### src/rtl/lsu_pkg.sv
// Shared encodings for the load/store unit.
// Holds funct3 codes, FSM states, the request bundle and the fault rule.
package lsu_pkg;

  localparam logic [2:0] F3_B  = 3'b000;
  localparam logic [2:0] F3_H  = 3'b001;
  localparam logic [2:0] F3_W  = 3'b010;
  localparam logic [2:0] F3_BU = 3'b100;
  localparam logic [2:0] F3_HU = 3'b101;

  localparam int TO_W = 8;

  typedef enum logic [1:0] {
    S_IDLE,
    S_CHECK,
    S_ACCESS,
    S_RESP
  } state_t;

  typedef struct packed {
    logic        is_store;
    logic [2:0]  funct3;
    logic [31:0] addr;
    logic [1:0]  off;
    logic [31:0] sdata;
  } lsu_req_t;

  function automatic logic lsu_fault(
    input logic       st,
    input logic [2:0] f3,
    input logic [1:0] off
  );
    logic w_half;
    logic w_bad_f3;
    w_half   = (f3 == F3_H) || (f3 == F3_HU);
    w_bad_f3 = (f3 == 3'b011) || (f3 == 3'b110) || (f3 == 3'b111);
    return (w_half && (off == 2'd3))
        || ((f3 == F3_W) && (off != 2'd0))
        || w_bad_f3
        || (st && f3[2]);
  endfunction

endpackage

### src/rtl/lsu_align.sv
// Byte-lane steering: store strobes/data going out,
// lane extraction and extension for load data coming back.
module lsu_align
  import lsu_pkg::*;
(
  input  logic [2:0]  i_funct3,
  input  logic [1:0]  i_off,
  input  logic [31:0] i_sdata,
  input  logic [31:0] i_rdata,
  output logic [3:0]  o_wstrb,
  output logic [31:0] o_wdata,
  output logic [31:0] o_ldata
);

  logic [31:0] w_lane;

  assign o_wdata = i_sdata << {i_off, 3'b000};
  assign w_lane  = i_rdata >> {i_off, 3'b000};

  always_comb begin
    o_wstrb = 4'b1111;
    o_ldata = w_lane;
    unique case (1'b1)
      (i_funct3 == F3_B): begin
        o_wstrb = 4'b0001 << i_off;
        o_ldata = {{24{w_lane[7]}}, w_lane[7:0]};
      end
      (i_funct3 == F3_BU): begin
        o_wstrb = 4'b0001 << i_off;
        o_ldata = {24'b0, w_lane[7:0]};
      end
      (i_funct3 == F3_H): begin
        o_wstrb = 4'b0011 << i_off;
        o_ldata = {{16{w_lane[15]}}, w_lane[15:0]};
      end
      (i_funct3 == F3_HU): begin
        o_wstrb = 4'b0011 << i_off;
        o_ldata = {16'b0, w_lane[15:0]};
      end
      default: begin
      end
    endcase
  end

endmodule

### src/rtl/load_store_unit.sv
// Load/store stage: one data-memory transaction per request,
// with alignment checks, a ready timeout and a done/err pulse.
module load_store_unit
  import lsu_pkg::*;
#(
  parameter int unsigned TIMEOUT = 255
) (
  input  logic        clk,
  input  logic        rst_n,
  input  logic        start,
  input  logic        is_store,
  input  logic [2:0]  funct3,
  input  logic [31:0] Address,
  input  logic [1:0]  Offset,
  input  logic [31:0] store_data,
  output logic        mem_req,
  output logic        mem_we,
  output logic [31:0] mem_addr,
  output logic [31:0] mem_wdata,
  output logic [3:0]  mem_wstrb,
  input  logic        mem_ready,
  input  logic [31:0] mem_rdata,
  output logic [31:0] load_data,
  output logic        busy,
  output logic        done,
  output logic        err
);

  state_t          r_state;
  state_t          w_next;
  lsu_req_t        r_req;
  logic [TO_W-1:0] r_cnt;
  logic            r_err;
  logic [31:0]     r_ld;
  logic [3:0]      w_strb;
  logic [31:0]     w_wdata;
  logic [31:0]     w_ldata;
  logic            w_fault;
  logic            w_tmo;

  assign w_fault = lsu_fault(r_req.is_store, r_req.funct3, r_req.off);
  assign w_tmo   = (r_cnt == TO_W'(TIMEOUT - 1));

  lsu_align u_align (
    .i_funct3 (r_req.funct3),
    .i_off    (r_req.off),
    .i_sdata  (r_req.sdata),
    .i_rdata  (mem_rdata),
    .o_wstrb  (w_strb),
    .o_wdata  (w_wdata),
    .o_ldata  (w_ldata)
  );

  always_ff @(posedge clk) begin
    if (!rst_n) r_state <= S_IDLE;
    else        r_state <= w_next;
  end

  always_comb begin
    w_next = r_state;
    unique case (r_state)
      S_IDLE:   if (start) w_next = S_CHECK;
      S_CHECK:  w_next = w_fault ? S_RESP : S_ACCESS;
      S_ACCESS: if (mem_ready || w_tmo) w_next = S_RESP;
      S_RESP:   w_next = S_IDLE;
      default:  w_next = S_IDLE;
    endcase
  end

  always_ff @(posedge clk) begin
    if (!rst_n) begin
      r_req <= '0;
      r_cnt <= '0;
      r_err <= 1'b0;
      r_ld  <= '0;
    end else begin
      if ((r_state == S_IDLE) && start) begin
        r_req.is_store <= is_store;
        r_req.funct3   <= funct3;
        r_req.addr     <= Address;
        r_req.off      <= Offset;
        r_req.sdata    <= store_data;
      end
      if (r_state == S_CHECK) begin
        r_cnt <= '0;
        r_err <= w_fault;
      end
      if (r_state == S_ACCESS) begin
        if (mem_ready) begin
          r_err <= 1'b0;
          if (!r_req.is_store) r_ld <= w_ldata;
        end else if (w_tmo) begin
          r_err <= 1'b1;
        end else begin
          r_cnt <= r_cnt + 1'b1;
        end
      end
    end
  end

  assign mem_req   = (r_state == S_ACCESS);
  assign mem_we    = mem_req & r_req.is_store;
  assign mem_addr  = r_req.addr;
  assign mem_wdata = w_wdata;
  // Loads never drive byte enables, even while latched.
  assign mem_wstrb = r_req.is_store ? w_strb : 4'b0000;
  assign load_data = r_ld;
  assign busy      = (r_state != S_IDLE);
  assign done      = (r_state == S_RESP);
  assign err       = done & r_err;

endmodule
### config.mk
export PLATFORM = sky130hd
export DESIGN_NAME = load_store_unit
export DESIGN_NICKNAME = d
export VERILOG_FILES = /design/src/rtl/lsu_pkg.sv /design/src/rtl/lsu_align.sv /design/src/rtl/load_store_unit.sv
export SDC_FILE = /design/constraint.sdc
export NUM_CORES = 1
export LEC_CHECK = 0
export BUFFER_PORTS_ARGS = -buffer_cell sky130_fd_sc_hd__buf_2
export CAP_MARGIN = 20
export CORE_ASPECT_RATIO = 1.5
export CORE_MARGIN = 2
export CORE_UTILIZATION = 35
export DETAILED_ROUTE_END_ITERATION = 7
export MAX_ROUTING_LAYER = met4
export SLEW_MARGIN = 20
export SYNTH_ARGS = -nofsm -noshare
export SYNTH_HDL_FRONTEND = slang
export SYNTH_HIERARCHICAL = 1
export SYNTH_SLANG_ARGS = --single-unit
### constraint.sdc
create_clock -name clk -period 2.8 [get_ports clk]
set_clock_uncertainty 0.15 [all_clocks]
set_input_delay 0 -clock clk [delete_from_list [all_inputs] [get_ports clk]]
set_output_delay 0 -clock clk [all_outputs]
set_load 0.02 [all_outputs]
# --- Word level (Yosys, flattened, before mapping) ---
# Index checks and enable logic that the tools add are counted.
word_totals:
  reg_bits: 113
  inputBits: 106
  output_inout_bits: 105
op_classes:
  add_sub_neg: 1
  n_eq_ne: 14
  shift: 4
  mux: 15
  n_bitwise: 3
  reduce_logical: 19
op_table:
  columns: ["op", "n"]
  rows:
  - ["32-bit case mux with 4 select lines", 1]
  - ["8-bit 2-to-1 mux", 4]
  - ["32-bit by 5-bit << shifter with 32-bit output", 1]
  - ["32-bit by 5-bit right shift with 32-bit output", 1]
  - ["3-bit equality test, second input constant", 4]
  - ["8-bit by 1-bit adder with 8-bit output, second input constant", 1]
  - ["8-bit equality test, second input constant", 1]
  - ["2-bit case mux with 4 select lines", 1]
  - ["4-bit case mux with 2 select lines", 1]
  - ["1-bit logical OR", 7]
  - ["2-bit equality test, second input constant", 3]
  - ["3-bit by 2-bit equality test with 1-bit output, second input constant", 2]
  - ["1-bit 2-to-1 mux", 5]
  - ["1-bit logical AND", 4]
  - ["2-bit 2-to-1 mux", 2]
  - ["4-bit 2-to-1 mux", 1]
  - ["2-bit nonzero test", 2]
  - ["2-bit OR reduction", 2]
  - ["1-bit by 2-bit << shifter with 4-bit output, first input constant", 1]
  - ["2-bit by 2-bit << shifter with 4-bit output, first input constant", 1]
  - ["3-bit by 1-bit equality test with 1-bit output, second input constant", 1]
  - ["3-bit zero test", 1]
  - ["3-bit AND reduction", 1]
  - ["1-bit bitwise AND", 2]
  - ["6 further kinds", 6]

# --- Longest topological paths before layout ---
logic_depth:
  depth_word: 10
  ltp_mapped: 9
  ltp_nobuf: 6

# --- Hierarchy ---
# The synthesis kept the hierarchy.
by_module_without_submodules:
  columns: ["module", "n_inst", "cells_each", "area_per_inst_um2", "seq_area_each_um2"]
  rows:
  - ["load_store_unit", 1, 567, 4458.0, 2262.2]
  - ["lsu_align", 1, 212, 1316.3, 0.0]

# --- Least setup slack after synthesis ---
# Ideal clock, no wire load.
synth_path:
  path_type: "reg-to-reg"
  start: "register r_state[0]"
  end: "register r_ld[10] (netlist: load_data[10])"
  setup_ps: 132
  arrival_ps: 1586
  slack_ps: 932
  path_stages_with_launch: 9
  cell_sequence: "dfxtp_1 inv_1 ha_1 nand2_1 or2_2 clkbuf_1 clkbuf_1 nand2_1 a21oi_1"
synth_between:
  elab_chain_len: 2
synth_lines:
  columns: ["item", "line_no", "rtl"]
  rows:
  - ["start, declared", "load_store_unit.sv:29", "state_t r_state;"]
  - ["start signal, assigned", "load_store_unit.sv:56", "else r_state <= w_next;"]
  - ["2-bit equality test", null, null]
  - ["via mem_req", "load_store_unit.sv:16", "output logic mem_req,"]
  - ["3-bit AND reduction (no source line)", null, null]
  - ["end signal, assigned", "load_store_unit.sv:91", "if (!r_req.is_store) r_ld <= w_ldata;"]
  - ["end, declared", "load_store_unit.sv:34", "logic [31:0] r_ld;"]
# The timed path passes the listed nets, and every way through them passes these cells.
# A chain may end at the register's enable or synchronous reset.

# --- Final worst setup path ---
layout_path:
  start: "register r_req[33] in the netlist's numbering"
  end: "output port mem_wstrb[0]"
layout_between:
  elab_chain_len: 3
layout_lines:
  columns: ["item", "line_no", "rtl"]
  rows:
  - ["start, declared", "load_store_unit.sv:31", "lsu_req_t r_req;"]
  - ["2-bit by 2-bit << shifter with 4-bit output / 1-bit by 2-bit << shifter with 4-bit output (equally long branches)", null, null]
  - ["4-bit case mux with 2 select lines *", "lsu_align.sv:23", "unique case (1'b1)"]
  - ["via w_strb[0]", "load_store_unit.sv:35", "logic [3:0] w_strb;"]
  - ["4-bit 2-to-1 mux *", "load_store_unit.sv:106", "assign mem_wstrb = r_req.is_store ? w_strb : 4'b0000;"]
  - ["end, declared", "load_store_unit.sv:20", "output logic [3:0] mem_wstrb,"]
# The timed path passes the listed nets; every way through them passes the cells marked *.

==> results.py <==
metrics = {
    "hold_path": {
        "whs_endpoint": "load_data[1]$_SDFFE_PN0P_",
        "hold_path_startpoint": "mem_rdata[9]",
        "whs_path_depth": 5,
        "hp-class": "input port to flop",
    },
    "place": {
        "place_hpwl_um": 13000,
        "dp_slack_ps": 480.9,
        "dpl_cell_area_um2": 6680,
        "routabilityCongestion": 0.8643,
        "io_buffers": 210,
        "placed_cells": 1119,
    },
    "yosys": {
        "synthesis.area_um2": 5774,
        "synth_flop_cell": "dfxtp_1",
        "post_synth_num_cell_types": 52,
        "yosysWarnings": 6,
        "synth_async_sr_flop_share": 0,
        "syn_nets": 892,
        "syn_avg_cell_area_um2": 7.412,
        "synth-edff-count": 0,
        "ys_ff_latch": 113,
        "postSynthCellCount": 779,
        "ys_seq_area_frac": 0.3918,
    },
    "clock_network": {
        "cts_buffer_depth": 2,
        "cts_root_buf": "clkbuf_16",
        "cts_setup_buffers": 0,
        "cts_buffers": 17,
        "clkSinkCount": 113,
        "htree_levels": 4,
        "cts_tree": "built",
        "path_clk_slew_ps": 50,
        "clk_latency_ps": 410,
    },
    "setup_path": {
        "required_ps": 2650,
        "worst-path-max-fanout": 48,
        "rr_worst_depth": 7,
        "cp-start-kind": "flop",
        "rrSetupSlack_ps": 500,
        "r2r_end": "load_data[24]$_SDFFE_PN0P_",
        "r2r-start": "r_req[33]$_SDFFE_PN0P_",
        "crit_path_end_kind": "output port",
        "crit_type": "flop to output port",
        "cp.arrival_ps": 2460,
    },
    "final_layout": {
        "fill_cells": 1585,
        "fin_cells": 1246,
        "utilization": 0.5147,
        "area_growth_syn_to_layout_pct": 44.31,
        "final_nets": 1139,
        "fin_area_um2": 8333,
        "drive_gt1_frac": 0.2685,
    },
    "die": {
        "die_w_um": 108.9,
        "std_cell_rows": 57,
        "fp.dieH_um": 161.3,
        "core_region_area_um2": 16190,
        "ios": 211,
        "dieArea_um2": 17560,
        "start_util": 0.3567,
    },
    "power_and_ir_drop": {
        "pwr-share-clk": 0.362,
        "internal_power_mw": 4.571,
        "power_density_nw_per_um2": 857.1,
        "p_sw_mw": 2.572,
        "p_leak_nw": 3.674,
        "vdd_ir_drop_max_uv": 792.1,
        "power_frac_seq": 0.293,
        "p_comb_frac": 0.345,
        "swShare": 0.3600,
    },
    "sta": {
        "worst_slew_pin_slew_ps": 797.1,
        "period_share": 0.9318,
        "clock.fmax_ghz": 0.3833,
        "rsz0062_at_grt": "false",
        "period_needed_ps": 2609,
        "finalMaxSlewViolations": 0,
        "finalWorstSetupSlack_ps": 191.0,
        "relSlewSlack": 0.4686,
        "setup_violations": 0,
        "hold_viol": 0,
        "setup_tns_ps": 0,
    },
    "grt": {
        "antenna_found_initial": 1,
        "grt_pass1_vias": 5877,
        "grt_max_degree": 71,
        "grt_pass1_wl_um": 29480,
        "track_usage": 0.2216,
        "grt_overflow": 0,
    },
    "flow_run": {
        "maxCapViolations": 0,
    },
    "route": {
        "avgRoutedWirePerCell_um": 15.24,
        "postRouteAntennaNets": 0,
        "drt_iter0_drc": 342,
        "wl_um": 18990,
        "first_pass_iters": 5,
        "drc": 0,
        "via_per_inst": 4.938,
        "via_count": 6153,
    },
    "outcome": {
        "status": "complete, no violations",
    },
}
-- routing by layer --
layer  part of all wire  track usage
met1               0.40       0.2449
met2               0.51       0.3772
met5                  0            -
met3              0.052      0.04520
met4              0.038       0.1014
-- power groups by stage --
stage	sequential (mW)	combinational, mW	clock [mW]
after detailed placement	2.13	2.35	0
after floorplan	2.10	1.75	0
after global placement	2.12	2.34	0
final	2.09	2.47	2.58
after global routing	2.13	2.71	2.71
after CTS	2.09	2.47	2.63
-- cells in the final DEF (no fill, tap or decap), types with 4 or more instances in the layout --
| cell type | netlist | layout |
|---|---|---|
| a211oi_1 | 17 | 17 |
| a21oi_1 | 128 | 128 |
| and2_1 | 24 | 23 |
| buf_2 | 10 | 210 |
| buf_4 | 34 | 12 |
| bufinv_16 | 0 | 7 |
| clkbuf_16 | 0 | 17 |
| dfxtp_1 | 113 | 111 |
| dlygate4sd3_1 | 0 | 94 |
| ha_1 | 7 | 7 |
| inv_1 | 5 | 5 |
| mux2_2 | 8 | 8 |
| mux2i_1 | 27 | 27 |
| nand2_1 | 252 | 251 |
| nand3_1 | 4 | 4 |
| nor2_1 | 22 | 21 |
| nor2b_1 | 18 | 18 |
| nor3_1 | 4 | 4 |
| o21ai_0 | 19 | 19 |
-- worst max path at each step --
| stage | start | cells past startpoint | to | slack (ps) |
|---|---|---|---|---|
| after CTS | r_req[33]$_SDFFE_PN0P_ | 5 | mem_wstrb[0] | 130 |
| after detailed placement | r_req[33]$_SDFFE_PN0P_ | 7 | load_data[29]$_SDFFE_PN0P_ | 480 |
| final | r_req[33]$_SDFFE_PN0P_ | 5 | mem_wstrb[0] | 190 |
| after global placement | r_req[33]$_SDFFE_PN0P_ | 7 | load_data[30]$_SDFFE_PN0P_ | 550 |
| after global routing | r_req[33]$_SDFFE_PN0P_ | 5 | mem_wstrb[0] | 40 |
| after floorplan | r_state[0]$_SDFFE_PN0P_ | 8 | load_data[10]$_SDFFE_PN0P_ | 930 |
-- critical path, cell delays in order (launching register included) --
cell     delay (ps)
dfxtp_2         520
buf_4           550
nor2_1          280
or2_2           350
and2_1          180
buf_2           160
-- registers in the layout, indices dropped and copies added (netlist names) --
signal     count
r_cnt          8
r_state        2
r_err          1
load_data     32
mem_addr      32
r_req         38
-- layout make-up --
| class | instances | area (um2) | share of cell area |
|---|---|---|---|
| diodes | 1 | 2.502 | 0.0003003 |
| repair buffers | 316 | 2082 | 0.2499 |
| flip-flops and latches | 113 | 2265 | 0.2718 |
| clock inverters | 13 | 256.5 | 0.03078 |
| multi-input cells | 572 | 2993 | 0.3592 |
| well taps | 206 | 257.7 | 0.03093 |
| clock buffers | 19 | 452.9 | 0.05435 |
| inverters | 6 | 23.77 | 0.002853 |
-- logic make-up (layout without fill, tap and decap cells) --
| family | after synthesis | count (layout) | synth area share |
|---|---|---|---|
| fa+ha+maj | 7 | 7 | 0.01517 |
| xor+xnor | 2 | 2 | 0.003034 |
| mux | 35 | 35 | 0.06241 |
| flops | 113 | 113 | 0.3918 |
| simple gates | 345 | 345 | 0.2600 |
| buf+inv | 94 | 354 | 0.09101 |
| compound gates | 183 | 183 | 0.1766 |
| other cells | 0 | 1 | 0 |
-- through the flow --
step / hold slack (ps) / power, mW
floorplan: -16.93 / 3.849
global placement: 91.10 / 4.463
detailed placement: 95.87 / 4.477
CTS: 3.470 / 7.194
global route: 32.01 / 7.553
finish: 21.74 / 7.143
-- synth_stat cells (all sizes together) (3+ instances only) --
cell type / count / area share
a211o: 3 / 0.0048
a211oi: 17 / 0.022
a21oi: 128 / 0.11
and2: 24 / 0.026
buf: 50 / 0.061
clkbuf: 38 / 0.026
dfxtp: 113 / 0.39
ha: 7 / 0.015
inv: 5 / 0.0033
mux2: 8 / 0.016
mux2i: 27 / 0.047
nand2: 252 / 0.16
nand2b: 3 / 0.0033
nand3: 4 / 0.0035
nand4: 4 / 0.0054
nor2: 22 / 0.014
nor2b: 18 / 0.020
nor3: 5 / 0.0063
o21a: 3 / 0.0041
o21ai: 19 / 0.016
or2: 3 / 0.0033
-- repair_timing --
item / 4_1_cts / 5_1_grt
hold buffers: 94 / 0
hold endpoints to repair: 100 / 0
gates resized for setup: 0 / 0
Power figures use the tool's default switching activity.
